`src/rtl/snitch_icache_data_ctrl.sv`:
```
// Icache data-array initiator: arbitrates refill writes against lookup reads and returns read lines.
// Define SNITCH_ICACHE_DATA_INIT_EN to zero every line after reset.
module snitch_icache_data_ctrl #(
  parameter int unsigned SET_COUNT   = 2,
  parameter int unsigned LINE_COUNT  = 128,
  parameter int unsigned LINE_WIDTH  = 128,
  parameter int unsigned COUNT_ALIGN = $clog2(LINE_COUNT),
  parameter int unsigned SET_ALIGN   = (SET_COUNT > 1) ? $clog2(SET_COUNT) : 1
) (
  input  logic                            clk_i,
  input  logic                            rst_i,
  input  logic                            lkp_req_valid_i,
  output logic                            lkp_req_ready_o,
  input  logic [COUNT_ALIGN-1:0]          lkp_req_addr_i,
  input  logic [SET_COUNT-1:0]            lkp_req_set_i,
  output logic                            lkp_rsp_valid_o,
  input  logic                            lkp_rsp_ready_i,
  output logic [LINE_WIDTH-1:0]           lkp_rsp_data_o,
  input  logic                            rfl_req_valid_i,
  output logic                            rfl_req_ready_o,
  input  logic [COUNT_ALIGN-1:0]          rfl_req_addr_i,
  input  logic [SET_ALIGN-1:0]            rfl_req_set_i,
  input  logic [LINE_WIDTH-1:0]           rfl_req_data_i,
  output logic [SET_COUNT-1:0]            ram_enable_o,
  output logic                            ram_write_o,
  output logic [COUNT_ALIGN-1:0]          ram_addr_o,
  output logic [SET_COUNT*LINE_WIDTH-1:0] ram_wdata_o,
  input  logic [SET_COUNT*LINE_WIDTH-1:0] ram_rdata_i,
  output logic                            init_busy_o
);

  typedef enum logic [1:0] {IDLE, FRESH, HELD, INIT} state_e;

`ifdef SNITCH_ICACHE_DATA_INIT_EN
  localparam state_e RST_STATE = INIT;
`else
  localparam state_e RST_STATE = IDLE;
`endif

  state_e                 state_q;
  logic [SET_COUNT-1:0]   set_q;
  logic [LINE_WIDTH-1:0]  hold_q;
  logic [LINE_WIDTH-1:0]  line_sel;
  logic [COUNT_ALIGN-1:0] init_q;
  logic [SET_COUNT-1:0]   rfl_sel;
  logic                   rfl_fire;
  logic                   lkp_fire;

`ifdef SNITCH_ICACHE_DATA_INIT_EN
  assign init_busy_o = (state_q == INIT);

  always_ff @(posedge clk_i or posedge rst_i) begin
    if (rst_i) begin
      init_q <= '0;
    end else if (state_q == INIT) begin
      init_q <= init_q + 1'b1;
    end
  end
`else
  assign init_busy_o = 1'b0;
  assign init_q      = '0;
`endif

  assign rfl_req_ready_o = !init_busy_o;
  assign lkp_req_ready_o = !init_busy_o && !rfl_req_valid_i &&
                           (state_q == IDLE || lkp_rsp_ready_i);
  assign rfl_fire = rfl_req_valid_i && rfl_req_ready_o;
  assign lkp_fire = lkp_req_valid_i && lkp_req_ready_o;
  assign rfl_sel  = SET_COUNT'(1) << rfl_req_set_i;

  always_comb begin
    ram_enable_o = '0;
    ram_write_o  = 1'b0;
    ram_addr_o   = '0;
    ram_wdata_o  = {SET_COUNT{rfl_req_data_i}};
    if (init_busy_o) begin
      ram_enable_o = '1;
      ram_write_o  = 1'b1;
      ram_addr_o   = init_q;
      ram_wdata_o  = '0;
    end else if (rfl_fire) begin
      ram_enable_o = rfl_sel;
      ram_write_o  = 1'b1;
      ram_addr_o   = rfl_req_addr_i;
    end else if (lkp_fire) begin
      ram_enable_o = lkp_req_set_i;
      ram_addr_o   = lkp_req_addr_i;
    end
  end

  // OR of enabled slices, so a non-one-hot set still yields defined data
  always_comb begin
    line_sel = '0;
    for (int s = 0; s < int'(SET_COUNT); s++) begin
      if (set_q[s]) line_sel |= ram_rdata_i[s*LINE_WIDTH +: LINE_WIDTH];
    end
  end

  always_ff @(posedge clk_i or posedge rst_i) begin
    if (rst_i) begin
      state_q <= RST_STATE;
      set_q   <= '0;
      hold_q  <= '0;
    end else begin
      if (lkp_fire) set_q <= lkp_req_set_i;
      unique case (state_q)
        IDLE: if (lkp_fire) state_q <= FRESH;
        FRESH, HELD: begin
          if (lkp_rsp_ready_i) begin
            state_q <= lkp_fire ? FRESH : IDLE;
          end else if (state_q == FRESH) begin
            hold_q  <= line_sel;
            state_q <= HELD;
          end
        end
`ifdef SNITCH_ICACHE_DATA_INIT_EN
        INIT: if (init_q == COUNT_ALIGN'(LINE_COUNT - 1)) state_q <= IDLE;
`endif
        default: state_q <= IDLE;
      endcase
    end
  end

  assign lkp_rsp_valid_o = (state_q == FRESH) || (state_q == HELD);
  assign lkp_rsp_data_o  = (state_q == FRESH) ? line_sel :
                           (state_q == HELD)  ? hold_q   : '0;

`ifndef SYNTHESIS
  a_lkp_set_onehot: assert property (
    @(posedge clk_i) disable iff (rst_i)
    lkp_req_valid_i |-> $onehot(lkp_req_set_i)
  );
`endif

endmodule

```
`config.mk`:
```
export PLATFORM = sky130hd
export DESIGN_NAME = snitch_icache_data_ctrl
export DESIGN_NICKNAME = d
export VERILOG_FILES = /design/src/rtl/snitch_icache_data_ctrl.sv
export SDC_FILE = /design/constraint.sdc
export NUM_CORES = 1
export LEC_CHECK = 0
export BUFFER_PORTS_ARGS = -buffer_cell sky130_fd_sc_hd__buf_2
export CAP_MARGIN = 20
export CORE_AREA = 3 3 314 316
export DETAILED_ROUTE_END_ITERATION = 8
export DIE_AREA = 0 0 317 319
export GPL_TIMING_DRIVEN = 0
export PLACE_DENSITY = 0.35
export SYNTH_ARGS = -nofsm -noshare
export SYNTH_HDL_FRONTEND = slang
export SYNTH_SLANG_ARGS = --single-unit
export TNS_END_PERCENT = 100
```
`constraint.sdc`:
```
create_clock -name clk_i -period 8.4 [get_ports clk_i]
set_input_delay 1.68 -clock clk_i [delete_from_list [all_inputs] [get_ports clk_i]]
set_output_delay 1.68 -clock clk_i [all_outputs]
set_load 0.02 [all_outputs]
```
==> results of run 1 <==
flip-flops by register name, indices dropped and copies added (netlist names):
register  cells
state_q       2
set_q         2
hold_q      128
layout make-up:
type / count / area, um^2 / area share, %
Multi-Input combinational cell: 550 / 4250 / 27.4
Sequential cell: 132 / 3300 / 21.3
Clock inverter: 12 / 105 / 0.677
Clock buffer: 20 / 457 / 2.94
Timing Repair Buffer: 674 / 3400 / 21.9
Buffer: 340 / 2380 / 15.4
Tap cell: 1276 / 1600 / 10.3
Antenna cell: 5 / 12.5 / 0.0806
Inverter: 4 / 20.0 / 0.129
power by group through the flow:
stage | Combinational (uW) | Sequential (uW) | Clock, uW
floorplan | 1600 | 1030 | 0
global placement | 2490 | 1070 | 0
detailed placement | 2510 | 1070 | 0
CTS | 2520 | 1060 | 805
global route | 2660 | 1100 | 824
finish | 2440 | 1060 | 755
worst reg2reg max path: cells and delay by family (launching register included):
kind                   cells  cell delay (ps)
muxes                      1              170
DFF                        1              410
buffers and inverters      2             1330
AOI/OAI and AO/OA          1              300
cell families (layout without fill, tap and decap cells):
| kind of cell | count (synthesis) | after routing | share of synthesized area, % |
|---|---|---|---|
| muxes | 131 | 131 | 16.3 |
| adders and majority gates | 4 | 4 | 0.503 |
| and+or+nand+nor | 145 | 145 | 5.81 |
| DFF | 132 | 132 | 33.2 |
| buffers and inverters | 344 | 1050 | 24.1 |
| AOI/OAI and AO/OA | 268 | 268 | 20.1 |
| other | 2 | 7 | 0.0754 |
synthesized netlist by cell type:
library cell	count	share of area [%]
nand3b_4	1	0.20
a21oi_1	2	0.10
a22o_1	130	11
ha_1	4	0.50
buf_2	31	1.6
mux2_4	61	9.2
inv_1	4	0.15
nand2_1	136	5.1
nor3b_1	1	0.075
or3b_2	1	0.088
o21ai_1	10	0.50
nand2b_1	1	0.063
dfrtp_1	132	33
mux2_2	2	0.23
buf_6	13	1.5
mux2i_1	68	6.8
nor2b_1	1	0.063
o21ai_0	59	3.0
clkbuf_1	33	1.2
buf_4	259	20
conb_1	2	0.075
a22oi_1	67	5.1
or4_1	1	0.075
buf_1	4	0.15
nor2_1	3	0.11
routing by layer:
metal / GRT usage [%] / part of all wire (%)
met2: 17.3 / 51
met4: 2.34 / 1.6
met5: 0 / 0.024
met3: 2.39 / 7.1
met1: 11.1 / 40
per-stage QoR:
stage / instances / hold WS (ps) / total power [uW] / instance area (um^2) / util (%)
after CTS: 3008 / 485 / 4390 / 15500 / 16.1
after global placement: 2975 / 462 / 3560 / 14900 / 15.5
after global routing: 3008 / 505 / 4590 / 15500 / 16.1
after detailed placement: 2976 / 470 / 3580 / 15000 / 15.5
after floorplan: 1026 / 448 / 2640 / 9950 / -
final: 3013 / 479 / 4250 / 15500 / 16.1
worst max path at each step:
stage	startpoint	to	slack, ps	cells after the start
6_report	state_q[1]$_DFFE_PP0P_	lkp_rsp_data_o[85]	3580	7
3_3_place_gp	rst_i	hold_q[53]$_DFFE_PP0P_	780	2
2_1_floorplan	rst_i	hold_q[0]$_DFFE_PP0P_	3190	1
3_5_place_dp	state_q[1]$_DFFE_PP0P_	lkp_rsp_data_o[85]	3860	7
4_1_cts	state_q[1]$_DFFE_PP0P_	lkp_rsp_data_o[85]	3290	7
5_1_grt	state_q[1]$_DFFE_PP0P_	lkp_rsp_data_o[85]	3310	7
==> flow_summary.json, run 1 <==
{
  "syn2layout_area_growth_pct": 56.0,
  "core_area_mm2": 0.0963,
  "p_clk_share_pct": 17.7,
  "overflow": 0,
  "syn_nets": 1436,
  "startpoint_type": "flip-flop",
  "setup_viol": 0,
  "grt_max_degree": 81,
  "dpl.hpwl_um": 42200,
  "mostFrequentLayoutCells": "704 x buf_2, 259 x buf_4, 136 x nand2_1, 132 x dfrtp_1, 130 x a22o_1",
  "r2r_start": "set_q[1]$_DFFE_PP0N_",
  "die_w_um": 317,
  "maxSlewHeadroom_pct": 44.8,
  "die_height_um": 319,
  "first_pass_iters": 6,
  "gp_congestion": 0.777,
  "holdCritStartpoint": "hold_q[86]$_DFFE_PP0P_",
  "worst_path_largest_cell_delay_ps": 550,
  "synth_warnings": 0,
  "tns_ps": 0,
  "worst_ep_arrival_time_ps": 3140,
  "maxCapViolations": 0,
  "powerDensity_mw_per_mm2": 274,
  "end_kind": "primary output",
  "grt_pass1_wl_um": 70100,
  "hold_path_class": "reg -> reg",
  "drt-total-wl_um": 50600,
  "cts_tree": "yes",
  "grt_setup_unrepaired": "no",
  "die_area_mm2": 0.101,
  "cts_hold_buf": 0,
  "required_ps": 6720,
  "clkLatencyLatePin_ps": 480,
  "irDropWorstVdd_mv": 0.117,
  "seq_power_share_pct": 25.0,
  "drtAntennaViolNets": 0,
  "drc_errors": 0,
  "initial_core_util_pct": 10.3,
  "viasPerCell": 3.33,
  "num_io_pins": 804,
  "tightest_slew_ps": 828,
  "r2r-end": "hold_q[112]$_DFFE_PP0P_",
  "hold_viol": 0,
  "nets": 2129,
  "cts_max_level": 4,
  "vias": 10039,
  "syn_area_mm2": 0.00995,
  "netlist_instances": 1026,
  "root_buffer": "clkbuf_16",
  "min_to": "hold_q[86]$_DFFE_PP0P_",
  "cp_cell_sequence": "inv_1 -> ha_1 -> buf_2 -> buf_2 -> buf_2 -> mux2i_1 -> buf_2",
  "critPathBufInv": 5,
  "drtIter0Drc": 366,
  "syn_area_per_cell_um2": 9.70,
  "wl_per_cell_um": 16.8,
  "slew_violations": 0,
  "switching_share_pct": 45.9,
  "worstPathMaxFanout": 11,
  "grt_pass1_vias": 10632,
  "cts_setup_buffers": 0,
  "combPwrFrac_pct": 57.2,
  "critical-path-top-delay-family": "buffers and inverters",
  "reg2reg_setup_slack_ps": 6130,
  "crit_top_cell": "buf_2",
  "ff2ff_path_depth": 4,
  "fin_skew_ps": 9.80,
  "place_worst_setup_slack_ps": 3860,
  "layout_commonest_cell": "buf_2",
  "net-switching-power_uw": 1950,
  "antenna_found_initial": 5,
  "fillers": 10927,
  "fin_ws_ps": 3580,
  "crit_slowest_cell": "buf_2",
  "place.port_buffers": 673,
  "ys_seq_area_share_pct": 33.2,
  "period_needed_ps": 4820,
  "hold_depth": 2,
  "clkSlewWorstSetupHoldPaths_ps": 70,
  "clk_path_buf_depth": 2,
  "drive_gt1_share_pct": 62.0,
  "rows": 114,
  "status": "finished clean",
  "grt_usage_pct": 9.57,
  "synth_cell_types": 25,
  "clock_sinks": 132,
  "worstSetupPathType": "reg -> out",
  "p_leak_uw": 0.00819,
  "synth_seq_cells": 132,
  "min_period_over_period_pct": 57.4,
  "post_cts_resized": 0,
  "fmax_ghz": 0.207,
  "cts_inserted_buffers": 17,
  "intPower_uw": 2300
}
(Power assumes the default switching activity.)
==> run 2, diff against run 1 <==
- CORE_AREA: 3 3 314 316 -> 3 3 316 318
- DIE_AREA: 0 0 317 319 -> 0 0 319 321
- PLACE_DENSITY: 0.35 -> 0.34
- clock period: 8.4 -> 4.8 ns (I/O delays scaled with it)
==> run 2 against run 1 <==
Die area increased by 1.3%; clock power increased by 96%; routed wire length grew 3.1%; critical endpoint is now lkp_rsp_data_o[106]; highest routed layer unchanged.
==> flow_summary.json, run 2 (synthesized netlist as in run 1, its figures left out) <==
{
  "die_w_um": 319,
  "multi_input_area_mm2": 0.00425,
  "top_register": "hold_q",
  "grt_pass1_vias": 10840,
  "fillers": 10980,
  "die_area_mm2": 0.102,
  "cts_hold_buf": 0,
  "min_period_over_period_pct": 86.8,
  "drt-total-wl_um": 52100,
  "hold_viol": 0,
  "dp_cells": 2976,
  "status": "finished clean",
  "first_pass_iters": 4,
  "layout_commonest_cell": "buf_2",
  "cts_setup_buffers": 0,
  "hold_path_class": "reg -> reg",
  "grt_pass1_wl_um": 72700,
  "antenna_found_initial": 9,
  "powerDensity_mw_per_mm2": 490,
  "die_height_um": 321,
  "p_leak_uw": 0.00823,
  "fin_skew_ps": 14.0,
  "end_kind": "primary output",
  "startpoint_type": "flip-flop",
  "drc_errors": 0,
  "r2r-end": "hold_q[91]$_DFFE_PP0P_",
  "switching_share_pct": 45.2,
  "drtIter0Drc": 313,
  "maxCapViolations": 0,
  "drtAntennaViolNets": 0,
  "ff2ff_path_depth": 4,
  "initial_core_util_pct": 10.3,
  "worstPathMaxFanout": 10,
  "worstSetupPathType": "reg -> out",
  "core_area_mm2": 0.0969,
  "intPower_uw": 4190,
  "rows": 114,
  "hold_depth": 2,
  "grt_usage_pct": 9.72,
  "mostFrequentLayoutCells": "704 x buf_2, 259 x buf_4, 136 x nand2_1, 132 x dfrtp_1, 130 x a22o_1",
  "drive_gt1_share_pct": 62.0,
  "seq_power_share_pct": 24.4,
  "vias": 10025,
  "cts_inserted_buffers": 17,
  "grt_max_degree": 78,
  "overflow": 0,
  "syn2layout_area_growth_pct": 56.6,
  "r2r_start": "set_q[0]$_DFFE_PP0N_",
  "place.port_buffers": 673,
  "viasPerCell": 3.33,
  "maxSlewHeadroom_pct": 38.3,
  "combPwrFrac_pct": 56.2,
  "net-switching-power_uw": 3450,
  "worst_hold_slack_ps": 478,
  "gp_congestion": 0.800,
  "largest_reg_flops": 128,
  "clock_sinks": 132,
  "irDropWorstVdd_mv": 0.228,
  "tightest_slew_ps": 925,
  "fin_ws_ps": 634,
  "clkSlewWorstSetupHoldPaths_ps": 70,
  "layout.cells.non_filler": 3011,
  "seqCellArea_mm2": 0.00330,
  "required_ps": 3840,
  "slew_violations": 0,
  "num_io_pins": 804,
  "cts_max_level": 4,
  "nets": 2129,
  "final_area_mm2": 0.0156,
  "clk_path_buf_depth": 2,
  "root_buffer": "clkbuf_16",
  "dpl-instance-area_mm2": 0.0150,
  "min_to": "hold_q[94]$_DFFE_PP0P_",
  "cts_tree": "yes",
  "reg2reg_setup_slack_ps": 2630,
  "dpl.hpwl_um": 43500,
  "worst_ep_arrival_time_ps": 3210,
  "fmax_ghz": 0.240,
  "clkLatencyLatePin_ps": 470,
  "p_clk_share_pct": 19.4,
  "setup_viol": 0,
  "post_cts_resized": 0,
  "wl_per_cell_um": 17.3,
  "period_needed_ps": 4170,
  "largest_registers": "hold_q x128, set_q x2, state_q x2",
  "place_worst_setup_slack_ps": 897,
  "holdCritStartpoint": "hold_q[94]$_DFFE_PP0P_",
  "grt_setup_unrepaired": "no"
}
==> run 2: cell count changes in the layout (fill, tap and decap cells not counted), sizes merged <==
cell      before  now
bufinv         1    4
clkinv         4    2
clkbuf        53   52
clkinvlp       5    4
diode          5    4
==> run 2: how the worst max path moves through the flow <==
stage | startpoint | cells past startpoint | to
after global routing | state_q[1]$_DFFE_PP0P_ | 7 | lkp_rsp_data_o[106]
after global placement | rst_i | 2 | hold_q[36]$_DFFE_PP0P_
after CTS | state_q[1]$_DFFE_PP0P_ | 7 | lkp_rsp_data_o[106]
after floorplan | rst_i | 1 | hold_q[0]$_DFFE_PP0P_
after detailed placement | state_q[1]$_DFFE_PP0P_ | 7 | lkp_rsp_data_o[106]
final | state_q[1]$_DFFE_PP0P_ | 7 | lkp_rsp_data_o[106]
==> run 2: worst max-delay path: stages, from the launching register on <==
cell and delay, ps:
dfrtp_1 410, inv_1 110, ha_1 140, buf_2 240
buf_2 540, clkbuf_1 750, a22o_1 250, buf_2 250
==> run 2: layer usage <==
layer	GRT usage, %	vias to the layer above	wire [um]
li1	-	4757	-
met2	18.3	450	27900
met5	0	-	13
met4	1.97	2	438
met1	10.9	4794	20600
met3	2.71	22	3200
==> run 2: through the flow <==
stage          utilization [%]  setup TNS (ps)  total power [uW]
6_report                  16.1               0              7640
5_1_grt                   16.1               0              8210
4_1_cts                   16.1               0              7880
3_5_place_dp              15.4               0              6290
3_3_place_gp              15.4         -267620              6250
2_1_floorplan                -               0              4620
==> run 2: final cells by class <==
| cell class | count | share of cell area, % |
|---|---|---|
| diodes | 4 | 0.0642 |
| plain buffers | 340 | 15.3 |
| clock buffers | 19 | 2.90 |
| clock inverters | 12 | 1.14 |
| inverters | 4 | 0.128 |
| multi-input cells | 550 | 27.3 |
| flip-flops and latches | 132 | 21.2 |
| well taps | 1276 | 10.2 |
| repair buffers | 674 | 21.8 |
==> run 2: power groups by stage <==
stage	clock network, uW	registers [uW]	logic (uW)
4_1_cts	1580	1860	4430
5_1_grt	1610	1930	4680
6_report	1480	1870	4290
3_3_place_gp	0	1860	4390
2_1_floorplan	0	1810	2800
3_5_place_dp	0	1870	4420
==> run 3, diff against run 2 <==
- PLACE_DENSITY: 0.34 -> default
- PLACE_DENSITY_LB_ADDON: default -> 0.05
==> run 3 against run 2 <==
Fmax rose by 7.0%; design area down 0.18%; clock power barely moved; largest cell class unchanged; sequential share of layout area hardly changed; register-to-register slack got worse by 40 ps; die area unchanged.
==> flow_summary.json, run 3 (synthesized netlist as in run 1, its figures left out) <==
{
  "dpl.hpwl_um": 48100,
  "initial_core_util_pct": 10.3,
  "end_kind": "primary output",
  "hold_viol": 0,
  "tns_ps": 0,
  "drtIter0Drc": 295,
  "antenna_found_initial": 10,
  "tightest_slew_ps": 851,
  "num_io_pins": 804,
  "drtAntennaViolNets": 0,
  "gp_congestion": 0.705,
  "status": "finished clean",
  "rows": 114,
  "setup_viol": 0,
  "post_cts_resized": 0,
  "syn2layout_area_growth_pct": 56.3,
  "viasPerCell": 3.34,
  "period_needed_ps": 3890,
  "drc_errors": 0,
  "maxCapViolations": 0,
  "die_area_mm2": 0.102,
  "clkSlewWorstSetupHoldPaths_ps": 70,
  "irDropWorstVdd_mv": 0.172,
  "slew_violations": 0,
  "wl_per_cell_um": 19.7,
  "powerDensity_mw_per_mm2": 492,
  "dpl-instance-area_mm2": 0.0150,
  "maxSlewHeadroom_pct": 43.3,
  "p_leak_uw": 0.00822,
  "die_height_um": 321,
  "largest_reg_flops": 128,
  "grt_pass1_vias": 11078,
  "largest_registers": "hold_q x128, set_q x2, state_q x2",
  "grt_max_degree": 93,
  "die_w_um": 319,
  "fillers": 11054,
  "clock_sinks": 132,
  "worst_hold_slack_ps": 477,
  "cts_setup_buffers": 0,
  "cts_tree": "yes",
  "cts_hold_buf": 0,
  "fin_skew_ps": 9.87,
  "layout_commonest_cell": "buf_2",
  "hold_path_class": "in -> async",
  "grt_usage_pct": 11.2,
  "cts_max_level": 4,
  "grt_setup_unrepaired": "no",
  "root_buffer": "clkbuf_16",
  "worstSetupPathType": "reg -> out",
  "startpoint_type": "flip-flop",
  "drive_gt1_share_pct": 62.0,
  "overflow": 0,
  "vias": 10052,
  "worst_ep_arrival_time_ps": 2930,
  "clkLatencyLatePin_ps": 470,
  "required_ps": 3840,
  "min_period_over_period_pct": 81.1,
  "mostFrequentLayoutCells": "704 x buf_2, 259 x buf_4, 136 x nand2_1, 132 x dfrtp_1, 130 x a22o_1",
  "nets": 2129,
  "place.port_buffers": 673,
  "cts_inserted_buffers": 17,
  "fmax_ghz": 0.257,
  "worstPathMaxFanout": 10,
  "top_register": "hold_q",
  "drt-total-wl_um": 59400,
  "core_area_mm2": 0.0969,
  "first_pass_iters": 4,
  "layout.cells.non_filler": 3011,
  "final_area_mm2": 0.0156,
  "dp_cells": 2976,
  "utilization_pct": 16.1,
  "grt_pass1_wl_um": 82400,
  "clk_path_buf_depth": 2
}
-- run 3: changes by cell type in the layout (fill, tap and decap cells not counted) --
cell,previous run,this run
clkbuf_1,33,35
inv_8,0,1
clkinv_2,2,3
bufinv_16,4,3
clkinvlp_4,4,2
diode_2,4,3
clkinv_4,0,3
clkbuf_8,2,1
inv_6,3,1
-- run 3: through the flow --
stage	setup slack, ps	power, uW
5_1_grt	525	8280
6_report	907	7650
3_3_place_gp	-3190	6400
3_5_place_dp	1140	6410
2_1_floorplan	314	4620
4_1_cts	578	7960
-- run 3: cell type report --
cell class | instances | area (um^2) | area share [%]
clock buffers | 20 | 447 | 2.87
flip-flops and latches | 132 | 3300 | 21.2
plain buffers | 340 | 2380 | 15.3
multi-input cells | 550 | 4250 | 27.3
diodes | 3 | 7.51 | 0.0482
well taps | 1276 | 1600 | 10.3
inverters | 4 | 22.5 | 0.145
repair buffers | 674 | 3400 | 21.8
clock inverters | 12 | 155 | 0.997
-- run 3: worst max-delay path: stages, from the launching register on --
cell     delay [ps]
dfrtp_1         400
inv_1           110
ha_1            140
buf_2           200
buf_2           470
buf_2           540
mux2i_1         250
buf_2           300
-- run 3: per-layer routing --
| layer | global-route usage (%) | up-vias | part of all wire, % |
|---|---|---|---|
| met4 | 2.56 | 6 | 1.2 |
| li1 | - | 4756 | - |
| met3 | 3.46 | 40 | 6.5 |
| met2 | 20.7 | 423 | 53 |
| met5 | 0 | - | 0.079 |
| met1 | 12.6 | 4827 | 40 |
-- run 3: final timing paths --
kind / to / cells after the start / start / slack (ps)
setup / recovery: lkp_rsp_data_o[93] / 7 / state_q[1]$_DFFE_PP0P_ / 910
hold reg to reg: hold_q[94]$_DFFE_PP0P_ / 2 / hold_q[94]$_DFFE_PP0P_ / 480
max in group asynchronous: hold_q[101]$_DFFE_PP0P_ / 3 / rst_i / 3320
setup reg to reg: hold_q[106]$_DFFE_PP0P_ / 4 / set_q[1]$_DFFE_PP0N_ / 2590
min in group clk_i: hold_q[94]$_DFFE_PP0P_ / 2 / hold_q[94]$_DFFE_PP0P_ / 480
hold / removal: hold_q[79]$_DFFE_PP0P_ / 2 / rst_i / 480
-- run 3: power by group --
group	switching, uW	internal [uW]
Combinational	2660	1690
Sequential	252	1610
Clock	615	832
